===== config.mk =====
export PLATFORM = sky130hd
export DESIGN_NAME = mov_engine
export DESIGN_NICKNAME = d
export VERILOG_FILES = /design/src/rtl/mix_pkg.sv /design/src/rtl/mov_addr_gen.sv /design/src/rtl/mov_engine.sv
export SDC_FILE = /design/constraint.sdc
export NUM_CORES = 1
export LEC_CHECK = 0
export BUFFER_PORTS_ARGS = -buffer_cell sky130_fd_sc_hd__buf_4
export CAP_MARGIN = 20
export CORE_MARGIN = 2
export CORE_UTILIZATION = 43
export DETAILED_ROUTE_END_ITERATION = 6
export PLACE_DENSITY = 0.79
export SKIP_LAST_GASP = 1
export SLEW_MARGIN = 20
export SYNTH_ARGS = -nofsm -noshare
export SYNTH_HDL_FRONTEND = slang
export SYNTH_SLANG_ARGS = --single-unit

===== constraint.sdc =====
create_clock -name i_clk -period 3.02 [get_ports i_clk]
set_input_delay 0.604 -clock i_clk [delete_from_list [all_inputs] [get_ports i_clk]]
set_output_delay 0.604 -clock i_clk [all_outputs]
set_load 0.005 [all_outputs]

===== src/rtl/mix_pkg.sv =====
// mix_pkg: shared definitions for the MIX core datapath blocks.
//   WORD_W / ADDR_W / LEN_W : default word, address and move-length widths
//   mov_state_e             : block-move engine sequencing states
//   mix_word_t              : one MIX word (sign + 5 x 6-bit bytes)
package mix_pkg;

    localparam int WORD_W = 31;
    localparam int ADDR_W = 12;
    localparam int LEN_W  = 6;

    typedef enum logic [2:0] {
        S_IDLE,
        S_READ,
        S_WAIT,
        S_WRITE,
        S_FIN
    } mov_state_e;

    typedef logic [WORD_W-1:0] mix_word_t;

endpackage


===== src/rtl/mov_addr_gen.sv =====
// mov_addr_gen: holds the captured move descriptor (src/dst base, length,
// direction) and the word index, and forms the current source/destination
// addresses combinationally from the registered index.
// Optional feature macro: MOV_BACKWARD_EN (adds i_dir and index reversal).
// Ports:
//   i_clk, i_rst_n   clock, synchronous active-low reset
//   i_load           capture descriptor, clear index
//   i_inc            advance index by one word
//   i_src/i_dst/i_len descriptor inputs (i_dir when MOV_BACKWARD_EN)
//   o_src_addr       src + k
//   o_dst_addr       dst + k
//   o_dst_end        dst + len (modulo 2^ADDR_W)
//   o_last           current index is the final word
module mov_addr_gen
    import mix_pkg::*;
#(
    parameter int ADDR_W = mix_pkg::ADDR_W,
    parameter int LEN_W  = mix_pkg::LEN_W
) (
    input  logic              i_clk,
    input  logic              i_rst_n,
    input  logic              i_load,
    input  logic              i_inc,
    input  logic [ADDR_W-1:0] i_src,
    input  logic [ADDR_W-1:0] i_dst,
    input  logic [LEN_W-1:0]  i_len,
`ifdef MOV_BACKWARD_EN
    input  logic              i_dir,
`endif
    output logic [ADDR_W-1:0] o_src_addr,
    output logic [ADDR_W-1:0] o_dst_addr,
    output logic [ADDR_W-1:0] o_dst_end,
    output logic              o_last
);

    logic [ADDR_W-1:0] r_src;
    logic [ADDR_W-1:0] r_dst;
    logic [LEN_W-1:0]  r_len;
    logic [LEN_W-1:0]  r_idx;
    logic [LEN_W-1:0]  w_k;
`ifdef MOV_BACKWARD_EN
    logic              r_dir;
`endif

    always_ff @(posedge i_clk) begin
        if (!i_rst_n) begin
            r_src <= '0;
            r_dst <= '0;
            r_len <= '0;
            r_idx <= '0;
`ifdef MOV_BACKWARD_EN
            r_dir <= 1'b0;
`endif
        end else if (i_load) begin
            r_src <= i_src;
            r_dst <= i_dst;
            r_len <= i_len;
            r_idx <= '0;
`ifdef MOV_BACKWARD_EN
            r_dir <= i_dir;
`endif
        end else if (i_inc) begin
            r_idx <= r_idx + LEN_W'(1);
        end
    end

    // Descending walks the block from its top word down so an overlapping
    // copy with dst > src never reads a word it has already overwritten.
`ifdef MOV_BACKWARD_EN
    assign w_k = r_dir ? (r_len - LEN_W'(1) - r_idx) : r_idx;
`else
    assign w_k = r_idx;
`endif

    assign o_src_addr = r_src + ADDR_W'(w_k);
    assign o_dst_addr = r_dst + ADDR_W'(w_k);
    assign o_dst_end  = r_dst + ADDR_W'(r_len);
    assign o_last     = ((r_idx + LEN_W'(1)) == r_len);

endmodule


===== src/rtl/mov_engine.sv =====
// mov_engine: MIX MOVE block-copy engine. Copies len words from src to dst
// through one shared synchronous memory port, one word at a time:
// READ (1 cycle), WAIT (RD_LAT cycles), WRITE (1 cycle).
// Optional feature macro: MOV_BACKWARD_EN (i_dir port, descending copies).
// Ports:
//   i_clk, i_rst_n        clock, synchronous active-low reset
//   i_start               move request, honoured only in IDLE
//   i_src, i_dst, i_len   move descriptor (i_dir when MOV_BACKWARD_EN)
//   o_busy                move in progress (READ/WAIT/WRITE)
//   o_done                one-cycle completion pulse
//   o_dst_out             dst + len, valid with o_done and held after
//   o_mem_addr            memory address, 0 when no strobe is active
//   o_mem_re/i_mem_rdata  read strobe / data (valid RD_LAT cycles later)
//   o_mem_we/o_mem_wdata  write strobe / data
module mov_engine
    import mix_pkg::*;
#(
    parameter int WORD_W = mix_pkg::WORD_W,
    parameter int ADDR_W = mix_pkg::ADDR_W,
    parameter int LEN_W  = mix_pkg::LEN_W,
    parameter int RD_LAT = 1
) (
    input  logic              i_clk,
    input  logic              i_rst_n,
    input  logic              i_start,
    input  logic [ADDR_W-1:0] i_src,
    input  logic [ADDR_W-1:0] i_dst,
    input  logic [LEN_W-1:0]  i_len,
`ifdef MOV_BACKWARD_EN
    input  logic              i_dir,
`endif
    output logic              o_busy,
    output logic              o_done,
    output logic [ADDR_W-1:0] o_dst_out,
    output logic [ADDR_W-1:0] o_mem_addr,
    output logic              o_mem_re,
    input  logic [WORD_W-1:0] i_mem_rdata,
    output logic              o_mem_we,
    output logic [WORD_W-1:0] o_mem_wdata
);

    localparam int CNT_W = (RD_LAT > 1) ? $clog2(RD_LAT) : 1;

    mov_state_e        r_state;
    logic [CNT_W-1:0]  r_wcnt;
    logic [WORD_W-1:0] r_hold;
    logic [ADDR_W-1:0] r_dst_out;

    logic              w_load;
    logic              w_inc;
    logic              w_last;
    logic [ADDR_W-1:0] w_src_addr;
    logic [ADDR_W-1:0] w_dst_addr;
    logic [ADDR_W-1:0] w_dst_end;

    assign w_load = (r_state == S_IDLE) && i_start;
    assign w_inc  = (r_state == S_WRITE);

    mov_addr_gen #(
        .ADDR_W (ADDR_W),
        .LEN_W  (LEN_W)
    ) u_addr_gen (
        .i_clk      (i_clk),
        .i_rst_n    (i_rst_n),
        .i_load     (w_load),
        .i_inc      (w_inc),
        .i_src      (i_src),
        .i_dst      (i_dst),
        .i_len      (i_len),
`ifdef MOV_BACKWARD_EN
        .i_dir      (i_dir),
`endif
        .o_src_addr (w_src_addr),
        .o_dst_addr (w_dst_addr),
        .o_dst_end  (w_dst_end),
        .o_last     (w_last)
    );

    always_ff @(posedge i_clk) begin
        if (!i_rst_n) begin
            r_state   <= S_IDLE;
            r_wcnt    <= '0;
            r_hold    <= '0;
            r_dst_out <= '0;
        end else begin
            case (r_state)
                S_IDLE: begin
                    if (i_start) begin
                        if (i_len == '0) begin
                            // Empty move: dst + 0 is just the requested dst.
                            r_dst_out <= i_dst;
                            r_state   <= S_FIN;
                        end else begin
                            r_state <= S_READ;
                        end
                    end
                end
                S_READ: begin
                    r_wcnt  <= CNT_W'(RD_LAT - 1);
                    r_state <= S_WAIT;
                end
                S_WAIT: begin
                    // Read data lands in the last WAIT cycle.
                    if (r_wcnt == '0) begin
                        r_hold  <= i_mem_rdata;
                        r_state <= S_WRITE;
                    end else begin
                        r_wcnt <= r_wcnt - CNT_W'(1);
                    end
                end
                S_WRITE: begin
                    if (w_last) begin
                        r_dst_out <= w_dst_end;
                        r_state   <= S_FIN;
                    end else begin
                        r_state <= S_READ;
                    end
                end
                S_FIN:   r_state <= S_IDLE;
                default: r_state <= S_IDLE;
            endcase
        end
    end

    // Outputs decode straight from the state flop, so reset forces every
    // strobe low on the same edge that aborts the move.
    assign o_busy      = (r_state == S_READ) || (r_state == S_WAIT) || (r_state == S_WRITE);
    assign o_done      = (r_state == S_FIN);
    assign o_dst_out   = r_dst_out;
    assign o_mem_re    = (r_state == S_READ);
    assign o_mem_we    = (r_state == S_WRITE);
    assign o_mem_addr  = (r_state == S_READ)  ? w_src_addr :
                         (r_state == S_WRITE) ? w_dst_addr : '0;
    assign o_mem_wdata = (r_state == S_WRITE) ? r_hold : '0;

endmodule

==> metrics.md <==
| Metric | Value |
|---|---|
| Commonest non-fill, non-tap cell in the layout | nand2_1 |
| Setup TNS | 0 ns |
| Slowest stage cell on the critical path | or4_4 |
| Crit Path Class | flip-flop to output pin |
| Die ar. | 11600 µm² |
| Synth area leaders | dfxtp_1 (35%), nand2_1 (12%), a21oi_1 (7.7%) |
| Routed vias | 4487 |
| PortBufs | 122 |
| Vias in the first global route | 4457 |
| Mapped Area | 4630 µm² |
| Yosys reg bits | 82 |
| Fmax | 0.337 GHz |
| Hold Vio Cnt, Final | 0 |
| EDFF count, synth | 0 |
| Placed cell count | 836 |
| Nets | 801 |
| Commonest cells after routing, fill and taps aside | nand2_1 (152), buf_4 (134), dfxtp_1 (75) |
| GPL Wtd Cong | 0.857 |
| Layout area overhead | 29.1% |
| Initial antenna violation count | 0 |
| Pin count of the biggest net entering global routing | 54 |
| Crit-path cells | ha_1 -> a21oi_1 -> o21ai_2 -> or4_4 -> nand4_1 -> xor2_1 -> o22ai_1 -> buf_4 |
| Nature of the critical path endpoint | output pin |
| Initial DRC count | 254 |
| First-pass GRT wire length | 20300 µm |
| Horiz. Die Dim | 108 µm |
| Yosys cell types | 58 |
| Asr flop ratio synth | 0% |
| Clock H-tree levels | 3 |
| Max-slew violations | 0 |
| # hold bufs at CTS | 0 |
| Power per standard cell area | 453 nW/µm² |
| Cell Rows | 37 |
| Syn Area/Cell | 7.62 µm² |
| Global Route Usage Sum | 21.9% |
| Drt wl/cell | 14.6 µm |
| Max Cap Viol | 0 |
| Post-Route Skew | 0.00980 ns |
| Starting Density | 44.5% |
| Synth top area share | 35.4% |
| Synth area leader | dfxtp_1 |
| Post-DP HPWL | 9070 µm |
| Antenna cells | 0 |
| CTS Buf Count | 9 |
| CP Data Required Time | 2.42 ns |
| CTS sink cnt | 82 |
| Worst-margin pin slew | 0.912 ns |
| Core area | 10400 µm² |
| Rel. slew slack | 39.1% |
| RSZ-0062 raised after global routing | true |
| Share of layout cells above drive strength 1 | 25.8% |
| Worst setup SP type | flip-flop |
| Outcome | complete, no violations |
| Die height | 108 µm |
| Fin crit period | 2.97 ns |
| 1st-pass router iterations | 4 |
| Arr. time, crit path | 2.36 ns |
| Cells after synthesis | 608 |
| Detailed-route DRC error count | 0 |
| Main synth FF type | dfxtp_1 |
| Final std cells w/o fill | 856 |
| Clock transition at the registers of the reported paths | 0.08 ns |
| Worst skew pair latency | 0.36 ns |
| Max incr delay on CP | 0.44 ns |
| Post-Route WL | 12500 µm |
| Bufs on Longest Clock Path | 2 |
| Final period util | 98.3% |
| Peak VDD IR | 0.000256 V |
| CTS tree | done |
| Fillers | 932 |
| P_leak | 2.46 nW |
| Seq/Total Area, Yosys | 35.4% |
| Vias per cell | 5.24 |
| Hold Path Class | flip-flop to flip-flop |
| Number of synthesis warnings | 0 |
| Max FO, Critical Path | 5 |
| Post-route ant nets | 0 |
| Synthesized Nets | 694 |
| Gr ovfl total | 0 |
| CTS root buffer | clkbuf_8 |
| Setup violations, final | 0 |
| I/O pin total | 123 |
## worst max-delay path, delay by kind of cell (launching register included)
family,cells,cell delay (ns)
simple gates,2,0.57
compound gates,3,0.47
flops,1,0.36
fa+ha+maj,1,0.30
buf+inv,1,0.16
xor+xnor,1,0.15
## cell usage after synthesis (6+ instances only)
master    count
o21ai_0      20
nor3_1       11
mux2i_1       6
nand3_1       6
inv_1        12
clkbuf_1     31
xnor2_1      23
ha_1         19
nor2_1       38
dfxtp_1      82
a21oi_1      71
xor2_1       16
o22ai_1       8
and2_1       34
nand2_1     152
## flip-flops by register name, indices dropped and copies added (netlist names)
register,count
o_dst_out,12
u_addr_gen.r_dst,12
u_addr_gen.r_src,12
r_hold,31
u_addr_gen.r_len,6
r_state,3
u_addr_gen.r_idx,6
## cells by family (layout without fill, tap and decap cells)
kind of cell / count (synthesis) / in the layout / synth area share (%)
AND/OR/NAND/NOR: 274 / 274 / 27.5
AO/OA/AOI/OAI: 133 / 133 / 17.1
flip-flops: 82 / 82 / 35.4
buffers and inverters: 52 / 164 / 4.89
XOR/XNOR: 39 / 39 / 7.37
adder cells (fa/ha/maj): 22 / 22 / 6.43
multiplexers: 6 / 6 / 1.30
## what timing repair did
action | 4_1_cts | 5_1_grt
setup buffers | 1 | 3
gates resized for setup | 17 | 18
pin swaps | 7 | 12
setup endpoints to repair | 6 | 7
## layer usage
layer  GRT usage [%]  up-vias  share of wire [%]
met4            8.33        0                1.7
met3            4.78       19                7.9
li1                -     2255                  -
met2            37.7      156                 48
met1            26.5     2057                 42
met5               0        -                  0
## through the flow
stage	utilization (%)	hold WS, ns	power, mW	instance area, µm²	setup slack [ns]
after detailed placement	53.9	0.442	1.83	5620	0.161
after CTS	56.6	0.454	2.72	5900	0.00289
after global routing	57.4	0.472	2.85	5980	-0.0525
final	57.4	0.453	2.71	5980	0.0521
after floorplan	-	0.432	1.62	4630	0.437
after global placement	53.9	0.438	1.81	5620	0.262
## path summary, 6_finish.rpt
path / cells after the start / slack (ns) / end / start
setup reg to reg: 11 / 0.66 / o_dst_out[6]$_SDFFE_PN0P_ / u_addr_gen.r_dst[0]$_SDFFE_PN0P_
hold / removal: 2 / 0.45 / r_hold[4]$_SDFFE_PN0N_ / r_hold[4]$_SDFFE_PN0N_
hold reg to reg: 2 / 0.45 / r_hold[4]$_SDFFE_PN0N_ / r_hold[4]$_SDFFE_PN0N_
setup / recovery: 8 / 0.05 / o_mem_addr[11] / u_addr_gen.r_idx[1]$_SDFFE_PP0P_
## power by group
| part | internal [mW] | leakage, nW | total, mW | switching (mW) |
|---|---|---|---|---|
| sequential | 1.17 | 0.671 | 1.25 | 0.0839 |
| combinational | 0.244 | 1.68 | 0.571 | 0.327 |
| clock | 0.489 | 0.103 | 0.891 | 0.401 |
| total | 1.90 | 2.46 | 2.71 | 0.812 |
## area by class of cell
type,count,area (µm²),share of cell area (%)
clock buffer,12,145,2.43
clock inverter,4,75.1,1.25
inverter,14,55.1,0.920
multi-input combinational,474,2880,48.1
sequential,82,1660,27.7
tap,136,170,2.84
timing repair buffer,134,1010,16.8
No activity file was read; power rests on OpenSTA's default activity.
